**src/rtl/bp_be_pkg.sv**
```systemverilog
// Shared types and opcode classification for the dual-issue arbiter.
// The class decode is kept here so the pair checker and any future detector logic agree.
package bp_be_pkg;

  typedef enum logic [0:0] {e_iss_run, e_iss_wait} bp_be_dual_iss_state_e;

  typedef struct packed {
    logic mem;
    logic ser;
    logic ctl;
    logic wr_rd;
  } bp_be_iss_class_s;

  localparam logic [6:0] rv64_load_op     = 7'b0000011;
  localparam logic [6:0] rv64_store_op    = 7'b0100011;
  localparam logic [6:0] rv64_amo_op      = 7'b0101111;
  localparam logic [6:0] rv64_fload_op    = 7'b0000111;
  localparam logic [6:0] rv64_fstore_op   = 7'b0100111;
  localparam logic [6:0] rv64_system_op   = 7'b1110011;
  localparam logic [6:0] rv64_misc_mem_op = 7'b0001111;
  localparam logic [6:0] rv64_branch_op   = 7'b1100011;
  localparam logic [6:0] rv64_jal_op      = 7'b1101111;
  localparam logic [6:0] rv64_jalr_op     = 7'b1100111;

  function automatic bp_be_iss_class_s decode_iss_class(input logic [6:0] opcode);
    bp_be_iss_class_s c;
    c.mem   = (opcode == rv64_load_op)  || (opcode == rv64_store_op)
           || (opcode == rv64_amo_op)   || (opcode == rv64_fload_op)
           || (opcode == rv64_fstore_op);
    c.ser   = (opcode == rv64_system_op) || (opcode == rv64_misc_mem_op);
    c.ctl   = (opcode == rv64_branch_op) || (opcode == rv64_jal_op)
           || (opcode == rv64_jalr_op);
    // Stores and branches have no destination; everything else is treated as writing rd.
    c.wr_rd = !((opcode == rv64_store_op) || (opcode == rv64_fstore_op)
             || (opcode == rv64_branch_op));
    return c;
  endfunction

endpackage

```
**src/rtl/bp_be_pair_checker.sv**
```systemverilog
// Combinational pairing rules for the head and head+1 instructions.
// Register fields of slot1 are compared regardless of its format, which may block a legal pair.
module bp_be_pair_checker
  import bp_be_pkg::*;
#(
  parameter int instr_width_p = 32
) (
  input  logic [instr_width_p-1:0] instr0,
  input  logic [instr_width_p-1:0] instr1,
  output logic                     pair_ok,
  output bp_be_iss_class_s         class0,
  output bp_be_iss_class_s         class1
);

  logic [4:0] rd0;
  logic [4:0] rs1_1;
  logic [4:0] rs2_1;
  logic       raw_hazard;

  assign class0 = decode_iss_class(instr0[6:0]);
  assign class1 = decode_iss_class(instr1[6:0]);

  assign rd0   = instr0[11:7];
  assign rs1_1 = instr1[19:15];
  assign rs2_1 = instr1[24:20];

  assign raw_hazard = class0.wr_rd && (rd0 != 5'd0) && ((rs1_1 == rd0) || (rs2_1 == rd0));

  assign pair_ok = !class0.ser && !class1.ser
                && !(class0.mem && class1.mem)
                && !class0.ctl
                && !raw_hazard;

endmodule

```
**src/rtl/bp_be_dual_issue_arbiter.sv**
```systemverilog
// Issue-stage buffer between the FE queue and the scheduler: presents the head alone or
// the head pair, and stalls issue after a serializing instruction until it commits.
module bp_be_dual_issue_arbiter
  import bp_be_pkg::*;
#(
  parameter int vaddr_width_p = 39,
  parameter int instr_width_p = 32,
  parameter int depth_p       = 4
) (
  input  logic                       clk_i,
  input  logic                       reset_i,
  input  logic [1:0]                 fe_v_i,
  input  logic [2*vaddr_width_p-1:0] fe_pc_i,
  input  logic [2*instr_width_p-1:0] fe_instr_i,
  output logic                       fe_ready_o,
  output logic [1:0]                 iss_v_o,
  output logic [2*vaddr_width_p-1:0] iss_pc_o,
  output logic [2*instr_width_p-1:0] iss_instr_o,
  input  logic [1:0]                 iss_yumi_i,
  input  logic                       poison_i,
  input  logic                       suppress_i,
  input  logic                       serial_done_i,
  output logic [31:0]                pair_cnt_o
);

  localparam int ptr_w = $clog2(depth_p);
  localparam int cnt_w = $clog2(depth_p + 1);

  logic [vaddr_width_p-1:0] pc_mem    [depth_p];
  logic [instr_width_p-1:0] instr_mem [depth_p];

  logic [ptr_w-1:0] head_reg, tail_reg, tail1;
  logic [cnt_w-1:0] count_reg;
  logic [1:0]       push_v;
  logic [cnt_w-1:0] push_n, pop_n;
  logic [31:0]      pair_cnt_reg;

  bp_be_dual_iss_state_e state_reg, state_next;

  logic             pair_ok;
  bp_be_iss_class_s class0, class1;

  // Ready is computed from the registered count only, so a same-cycle pop never frees space early.
  assign fe_ready_o = (count_reg <= cnt_w'(depth_p - 2));
  assign push_v     = fe_v_i & {2{fe_ready_o && !poison_i}};
  assign push_n     = cnt_w'(push_v[0]) + cnt_w'(push_v[1]);
  assign pop_n      = cnt_w'(iss_yumi_i[0]) + cnt_w'(iss_yumi_i[1]);
  assign tail1      = tail_reg + ptr_w'(1);

  always_ff @(posedge clk_i) begin
    if (push_v[0]) begin
      pc_mem[tail_reg]    <= fe_pc_i[0 +: vaddr_width_p];
      instr_mem[tail_reg] <= fe_instr_i[0 +: instr_width_p];
    end
    if (push_v[1]) begin
      pc_mem[tail1]    <= fe_pc_i[vaddr_width_p +: vaddr_width_p];
      instr_mem[tail1] <= fe_instr_i[instr_width_p +: instr_width_p];
    end
  end

  genvar gi;
  generate
    for (gi = 0; gi < 2; gi++) begin : g_slot
      logic [ptr_w-1:0] rd_ptr;
      assign rd_ptr = head_reg + ptr_w'(gi);
      assign iss_pc_o[gi*vaddr_width_p +: vaddr_width_p]    = pc_mem[rd_ptr];
      assign iss_instr_o[gi*instr_width_p +: instr_width_p] = instr_mem[rd_ptr];
    end
  endgenerate

  bp_be_pair_checker #(
    .instr_width_p(instr_width_p)
  ) pair_checker (
    .instr0 (iss_instr_o[0 +: instr_width_p]),
    .instr1 (iss_instr_o[instr_width_p +: instr_width_p]),
    .pair_ok(pair_ok),
    .class0 (class0),
    .class1 (class1)
  );

  always_ff @(posedge clk_i or posedge reset_i) begin
    if (reset_i) begin
      head_reg  <= '0;
      tail_reg  <= '0;
      count_reg <= '0;
    end else if (poison_i) begin
      head_reg  <= tail_reg;
      count_reg <= '0;
    end else begin
      head_reg  <= head_reg + ptr_w'(pop_n);
      tail_reg  <= tail_reg + ptr_w'(push_n);
      count_reg <= count_reg + push_n - pop_n;
    end
  end

  always_ff @(posedge clk_i or posedge reset_i) begin
    if (reset_i) begin
      state_reg    <= e_iss_run;
      pair_cnt_reg <= '0;
    end else begin
      state_reg <= state_next;
      if (iss_yumi_i == 2'b11 && pair_cnt_reg != '1) begin
        pair_cnt_reg <= pair_cnt_reg + 32'd1;
      end
    end
  end

  assign pair_cnt_o = pair_cnt_reg;

  always_comb begin
    state_next = state_reg;
    iss_v_o    = 2'b00;
    if (state_reg == e_iss_run && count_reg != '0 && !suppress_i && !poison_i) begin
      iss_v_o[0] = 1'b1;
      iss_v_o[1] = (count_reg >= cnt_w'(2)) && pair_ok;
    end
    case (state_reg)
      e_iss_run:  if (iss_yumi_i[0] && class0.ser) state_next = e_iss_wait;
      e_iss_wait: if (serial_done_i) state_next = e_iss_run;
      default:    state_next = e_iss_run;
    endcase
    if (poison_i) state_next = e_iss_run;
  end

  always_ff @(posedge clk_i) begin
    if (!reset_i) begin
      assert (fe_v_i != 2'b10);
      assert (iss_yumi_i != 2'b10);
      assert ((iss_yumi_i & ~iss_v_o) == 2'b00);
      assert (!((fe_v_i != 2'b00) && !fe_ready_o));
    end
  end

endmodule

```
**config.mk**
```make
export PLATFORM = sky130hd
export DESIGN_NAME = bp_be_dual_issue_arbiter
export DESIGN_NICKNAME = d
export VERILOG_FILES = /design/src/rtl/bp_be_pkg.sv /design/src/rtl/bp_be_pair_checker.sv /design/src/rtl/bp_be_dual_issue_arbiter.sv
export SDC_FILE = /design/constraint.sdc
export NUM_CORES = 1
export LEC_CHECK = 0
export ABC_AREA = 1
export BUFFER_PORTS_ARGS = -buffer_cell sky130_fd_sc_hd__buf_4
export CORE_ASPECT_RATIO = 0.8
export CORE_MARGIN = 2
export CORE_UTILIZATION = 40
export DETAILED_ROUTE_END_ITERATION = 8
export HOLD_SLACK_MARGIN = 0.12
export PLACE_DENSITY_LB_ADDON = 0.15
export REMOVE_ABC_BUFFERS = 1
export SETUP_SLACK_MARGIN = 0.3
export SLEW_MARGIN = 0
export SYNTH_ARGS = -nofsm -noshare
export SYNTH_HDL_FRONTEND = slang
export SYNTH_SLANG_ARGS = --single-unit
```
**constraint.sdc**
```tcl
create_clock -name clk_i -period 8.9 [get_ports clk_i]
set_input_delay 0 -clock clk_i [delete_from_list [all_inputs] [get_ports clk_i]]
set_output_delay 0 -clock clk_i [all_outputs]
set_load 0.1 [all_outputs]
```
==> results.md, run 1 <==
* Row cnt at 70
* Clk sinks at 324
* Total Routing Usage GR at approximately a quarter
* Area Growth Syn to Fin at 31.6%
* Worst Skew at 0.0139 ns
* CP Max Fanout at 113
* Hold Path Depth at 5
* Delay-heaviest family, CP: buffers and inverters
* CP cell instances: inv_6, buf_4, buf_4, nand2_1, nand3_1, nand2_1, nand3_1, nand2_1, nand2_1, nor2_1, nand2_1, nand2_1, a21oi_1, buf_4
* Crit start category: flop
* Post-synth cell types at 35
* Rel. slew slack at roughly 27%
* Die height at about 200 um
* Reg2reg path depth at 13
* Final wirelength at ~63000 um
* RSZ-0062 raised after global routing: no
* CTS resizes at 0
* CTS Hold Bufs at between 200 and 250
* Final Cycle Share at approximately half
* Via-to-Cell Ratio at 5.29
* Clk Latency, worst-skew pair at approximately 0.54 ns
* Final Hold Fails at 0
* Die area at between 40000 and 50000 sq um
* Area of the mapped netlist at 18700 sq um
* Die Wd at around 250 um
* Slew Limit Fails at 0
* Initial antenna violation count at 2
* Pin count of the biggest net entering global routing at between 100 and 150
* First-pass GRT wire length at about 95000 um
* CP max stage delay at between 0.7 and 0.8 ns
* Crit path DAT at approximately 4.5 ns
* RD Place Congestion at ~0.90
* Max clock buf depth at 3
* Status: complete, no violations
* PortBufs at ~330
* Setup Buffers After CTS at 0
* Io pins at 328
* Number of global-route vias before repair at around 17000
* Max stage delay cell, worst path: dfrtp_4
* CTS tree: yes
* Worst path depth at 14
* Max cap viols at 0
* CP most frequent cell: nand2_1
* Core Region at approximately 46000 sq um
* Clock root buffer: clkbuf_16
* Final nets at between 2000 and 3000
* Via count at around 18000
* Ratio of cells with drive above 1 in the final layout at 15.4%
* CTS Buf Count at 37
* Crit path buffers/inverters at 4
* DR DRC count at 0
* Worst-path clk slew at ~0.06 ns
* Number of DRC violations after detailed-routing iteration 0 at 1606
* Initial core utilization at between 40 and 50%
* Synth Instances at roughly 2300
* Setup violators final at 0
* Htree depth at 2
* Clock period minus worst slack at around 4.4 ns
* Routed WL per cell at roughly 18 um
* Largest register by flop count: pc_mem
* Worst-margin pin slew at approximately 1.1 ns
* Peak Freq at approximately 0.22 GHz
* Mapped Avg Cell Area at ~8 sq um
* Hold Path Class: in2reg
* Final Worst Setup Slack at 4.45 ns
* WP data required at 8.90 ns
* Pre-CTS WS at between 4 and 5 ns
* Yosys warning count at 0
* Total grt overflow at 0
* Register area share after synthesis at 51.0%
* Max FFs per register at around 160
* Detail Placement HPWL at 38200 um
* Drt first pass iters at 6
* Setup CP Type: reg2out
* Final ANT Viol Nets at 0
* Crit end category: primary output
* Synth Register Bits at ~320
==> final timing paths <==
path                       slack [ns]           start        endpoint
max in group asynchronous        8.30         reset_i     head_reg[0]
hold reg to reg                  0.53  pair_cnt_o[20]  pair_cnt_o[20]
setup / recovery                 4.45     head_reg[0]      iss_v_o[1]
hold / removal                   0.14   iss_yumi_i[0]     head_reg[1]
min in group asynchronous        0.18         reset_i       state_reg
setup reg to reg                 5.08     head_reg[0]       state_reg
==> layer usage <==
| metal | global-route usage, % | wire [um] | vias up |
|---|---|---|---|
| met5 | 0 | 13 | - |
| met4 | 7.50 | 1610 | 2 |
| met3 | 3.79 | 4840 | 109 |
| met2 | 41.1 | 29200 | 749 |
| met1 | 34.7 | 27100 | 8545 |
| li1 | - | - | 8718 |
==> worst min-delay path, cell delays in order <==
cell	delay (ns)
buf_4	0.09
ha_1	0.32
nand2_1	0.09
nand2_1	0.06
o22ai_1	0.07
==> per-stage QoR <==
stage / cell area [sq um] / setup TNS (ns) / hold slack (ns) / util, % / std cells
5_1_grt: 24600 / 0 / 0.214 / 53.6 / 3425
2_1_floorplan: 17800 / -0.576 / 0.0632 / - / 2181
3_3_place_gp: 21300 / 0 / 0.174 / 46.4 / 3139
4_1_cts: 24600 / 0 / 0.152 / 53.6 / 3424
6_report: 24600 / 0 / 0.143 / 53.6 / 3425
3_5_place_dp: 21300 / 0 / 0.179 / 46.4 / 3139
==> cell usage in the layout, fill, tap and decap left out, types with 2 or more instances in the layout <==
cell / n
inv_2: 10
fa_1: 2
nand2_2: 9
dfrtp_4: 2
clkinvlp_4: 2
o21ai_0: 420
nand4_1: 7
ha_1: 7
nor2_1: 230
clkbuf_16: 39
clkinv_2: 5
clkbuf_1: 10
dfrtp_1: 38
clkinv_1: 7
dlygate4sd3_1: 220
edfxtp_1: 284
nand2_1: 651
xnor2_1: 7
nand2_4: 8
xor2_1: 28
o22ai_1: 50
inv_1: 177
a21oi_1: 125
nand3_1: 44
o21ai_1: 52
nor3_2: 2
buf_4: 346
nor3_1: 14
nor4_1: 2
nand3_2: 2
==> final cells by class <==
class / count / area, sq um
inverter: 189 / 717
timing repair buffer: 566 / 4800
fill: 4259 / 21300
clock buffer: 50 / 1030
sequential: 324 / 9540
multi-input combinational: 1668 / 7660
antenna: 1 / 2.50
tap: 612 / 766
clock inverter: 15 / 82.6
==> cells in the mapped netlist, drive strengths merged <==
master,number,area share [%]
a21boi,1,0.040
a21oi,126,3.4
and3,1,0.033
buf,76,3.0
clkbuf,74,1.5
dfrtp,40,5.4
edfxtp,284,46
fa,2,0.21
ha,7,0.47
inv,189,3.8
nand2,668,14
nand3,47,1.4
nand4,7,0.23
nor2,232,4.7
nor3,16,0.48
nor4,2,0.067
o21ai,472,13
o221ai,1,0.047
o22ai,50,1.7
o31ai,1,0.040
xnor2,7,0.33
xor2,28,1.3
==> kinds of logic after synthesis <==
family,Yosys count,share of synthesized area [%]
simple gates,973,20.6
compound gates,651,17.8
buf+inv,339,8.31
flops,324,51.0
xor+xnor,35,1.64
fa+ha+maj,9,0.683
Power of run 1 is not shown: default switching activity piles up to over one toggle a cycle in this logic, so the estimate is an artifact.
==> inputs of run 2 (changes only) <==
--- a/config.mk
+++ b/config.mk
@@ -5,7 +5,7 @@
 export SDC_FILE = /design/constraint.sdc
 export NUM_CORES = 1
 export LEC_CHECK = 0
-export ABC_AREA = 1
+export ABC_AREA = 0
 export BUFFER_PORTS_ARGS = -buffer_cell sky130_fd_sc_hd__buf_4
 export CORE_ASPECT_RATIO = 0.8
 export CORE_MARGIN = 2
==> constraint.sdc (replaced) <==
create_clock -name clk_i -period 3.67 [get_ports clk_i]
set_input_delay 0 -clock clk_i [delete_from_list [all_inputs] [get_ports clk_i]]
set_output_delay 0 -clock clk_i [all_outputs]
set_load 0.1 [all_outputs]
==> run 2 against run 1 <==
  * Clock-buffer cell count shrank 4
  * Routed wire length shrank 22%
  * Non-clock buffer count grew 4
  * Register-to-register slack lost 4.6 ns
  * Worst setup slack lost 4.0 ns
  * Core utilization grew 2.4 points
  * Flip-flop and latch count is the same
  * Die area shrank 5.5%
  * Highest routed layer unchanged
==> results.md, run 2 <==
* Drt first pass iters at 4 (-2)
* Simple-gate area share of the yosys netlist at 3.38% (-17 points)
* Number of global-route vias before repair at 12500 (-27%)
* Die Wd at 239 um (-2.8%)
* Io pins at 328 (unchanged)
* Most used DFF post-synth: edfxtp_1
* Number of DRC violations after detailed-routing iteration 0 at 662 (-59%)
* Initial core utilization at 40.7% (about the same)
* Setup Total Neg Slack at 0 ns (unchanged)
* Htree depth at 2 (unchanged)
* Area of the mapped netlist at 17600 sq um (-5.6%)
* Largest family of logic cells by synthesized area: multiplexers
* Synth Instances at 1022 (-56%)
* Final wirelength at 49200 um (-22%)
* Placed cells at 1866 (-41%)
* Worst-path clk slew at 0.06 ns (about the same)
* Crit start category: flop
* CTS Buf Count at 37 (unchanged)
* Synth top area share at 48.3% (+2.7 points)
* Slew Limit Fails at 0 (unchanged)
* Routed WL per cell at 22.8 um (+25%)
* Final nets at 1726 (-41%)
* CP most frequent cell: buf_4
* Final Non-Filler Cells at 2158 (-37%)
* Status: complete, no violations
* Mapped Avg Cell Area at 17.3 sq um (+120%)
* Via-to-Cell Ratio at 5.46 (+3.2%)
* Via count at 11800 (-35%)
* Yosys warning count at 0 (unchanged)
* Largest register by flop count: pc_mem
* Commonest non-fill, non-tap cell in the layout: buf_4
* Worst Skew at 0.0181 ns (+0.00419 ns)
* Max stage delay cell, worst path: mux4_1
* Worst-margin pin slew at 1.10 ns (+0.0133 ns)
* Clock period minus worst slack at roughly 3.2 ns
* Max clock buf depth at 3 (unchanged)
* Final Cycle Share at 86.9%
* Total grt overflow at 0 (unchanged)
* First-pass GRT wire length at 74400 um (-22%)
* Hold Path Class: in2reg
* CP cell instances: buf_4, mux4_1, a2111o_1, o21ai_1, a21oi_1, nor4_1, buf_4
* Max cap viols at 0 (unchanged)
* Async S/R FF share, synth at 12.3% (unchanged)
* Pin count of the biggest net entering global routing at 72 (-37%)
* Crit path buffers/inverters at 2 (-2)
* Clk Latency, worst-skew pair at 0.54 ns (about the same)
* Top cells by area, synth: edfxtp_1 (48%), mux2_2 (18%), mux4_2 (17%), dfrtp_1 (5.7%), mux4_1 (1.6%)
* Commonest cells post-synth: edfxtp_1 (284), mux2_2 (284), mux4_2 (131), dfrtp_1 (40), clkbuf_1 (29)
* Crit end category: primary output
* Ratio of cells with drive above 1 in the final layout at 52.4% (+37 points)
* Rel. slew slack at 26.3% (-1.2 points)
* Clk sinks at 324 (unchanged)
* Initial antenna violation count at 6 (+4)
* Post-synth cell types at 49 (+40%)
* Setup CP Type: reg2out
* CP max stage delay at 0.69 ns (-0.02 ns)
* CP Max Fanout at 16 (-86%)
* Commonest cells after routing, fill and taps aside: buf_4 (341), mux2_2 (284), edfxtp_1 (284), dlygate4sd3_1 (218), mux4_2 (131)
* Synth Register Bits at 324 (unchanged)
* Delay-heaviest family, CP: multiplexers
* Area Growth Syn to Fin at 37.3%
* Max FFs per register at 156 (unchanged)
* Mux share of post-synthesis cell area at 36.6% (+37 points)
* CTS tree: yes
* EDFF count, synth at 284 (unchanged)
* Synth Area in Adders at 0.723% (+0.041 points)
* Total Routing Usage GR at 21.3% (-3.9 points)
* PortBufs at 327 (unchanged)
* Compound-Gate Fraction of Synth Area at 0.830% (-17 points)
* WP data required at 3.67 ns (-5.23 ns)
* Register area share after synthesis at 54.0% (+3.0 points)
* Detail Placement HPWL at 29600 um (-23%)
* Setup violators final at 0 (unchanged)
* Core Region at 43300 sq um (-5.6%)
* Row cnt at 68 (-2.9%)
* Final Hold Fails at 0 (unchanged)
* Post-synthesis xor/xnor area fraction at 2.33% (+0.69 points)
* Die area at 45800 sq um (-5.5%)
* Peak Freq at ~0.31 GHz
* Clock root buffer: clkbuf_16
* Final Core Density at 55.9% (+2.4 points)
* Crit path DAT at 3.19 ns (-1.26 ns)
* RSZ-0062 raised after global routing: no
* Leading area contributor after synthesis: edfxtp_1
* RD Place Congestion at 0.835 (-7.7%)
* Final ANT Viol Nets at 0 (unchanged)
* DR DRC count at 0 (unchanged)
* Die height at 192 um (-2.8%)
## run 2: worst paths after layout
| path | start | end | slack (ns) | cells past startpoint |
|---|---|---|---|---|
| worst min-delay path | iss_yumi_i[0] | count_reg[1] | 0.16 | 5 |
| max in group asynchronous | reset_i | head_reg[0] | 3.07 | 4 |
| worst min register to register | pair_cnt_o[15] | pair_cnt_o[15] | 0.49 | 1 |
| worst max register to register | count_reg[0] | pc_mem[0][8] | 0.52 | 8 |
| min in group asynchronous | reset_i | pair_cnt_o[2] | 0.18 | 4 |
| worst max-delay path | head_reg[0] | iss_v_o[1] | 0.48 | 7 |
## run 2: timing repair
action	CTS	global route
hold buffers	218	0
gates cloned	0	0
buffers inserted	2	1
endpoints found under the hold margin	332	0
endpoints found under the setup margin	1	11
resized for setup	0	3
## run 2: cell families (layout without fill, tap and decap cells)
family,Yosys count,count (layout)
AOI/OAI and AO/OA,21,21
xor gates and xnor gates,47,47
adders and majority gates,9,9
buffers and inverters,79,651
DFF,324,324
muxes,428,428
other,0,4
and+or+nand+nor,114,114
## run 2: final cells by class
cell class | instances | area, sq um
Antenna cell | 4 | 10.0
Clock buffer | 46 | 1000
Clock inverter | 21 | 184
Fill cell | 3517 | 19100
Inverter | 14 | 52.6
Multi-Input combinational cell | 619 | 7800
Sequential cell | 324 | 9540
Tap cell | 560 | 701
Timing Repair Buffer | 570 | 4940
## run 2: stage by stage
stage,instance area (sq um),worst slack (ns),hold WS (ns)
3_5_place_dp,20800,0.809,0.192
6_report,24200,0.480,0.162
3_3_place_gp,20800,0.840,0.181
4_1_cts,24200,0.323,0.141
2_1_floorplan,17300,-6.04,0.0559
5_1_grt,24200,0.330,0.175
## run 2: worst min-delay path, stage by stage
cell and delay (ns):
buf_4 0.09, ha_1 0.17, ha_1 0.18, fa_1 0.17, nor2_1 0.04
## run 2: per-layer routing
metal	up-vias	share of wire, %	global-route usage [%]
met1	6087	43	28.1
met5	-	0.051	0
li1	5292	-	-
met2	332	49	36.1
met3	67	6.1	4.84
met4	4	1.9	4.57
Power of run 2 is left out for the same reason.
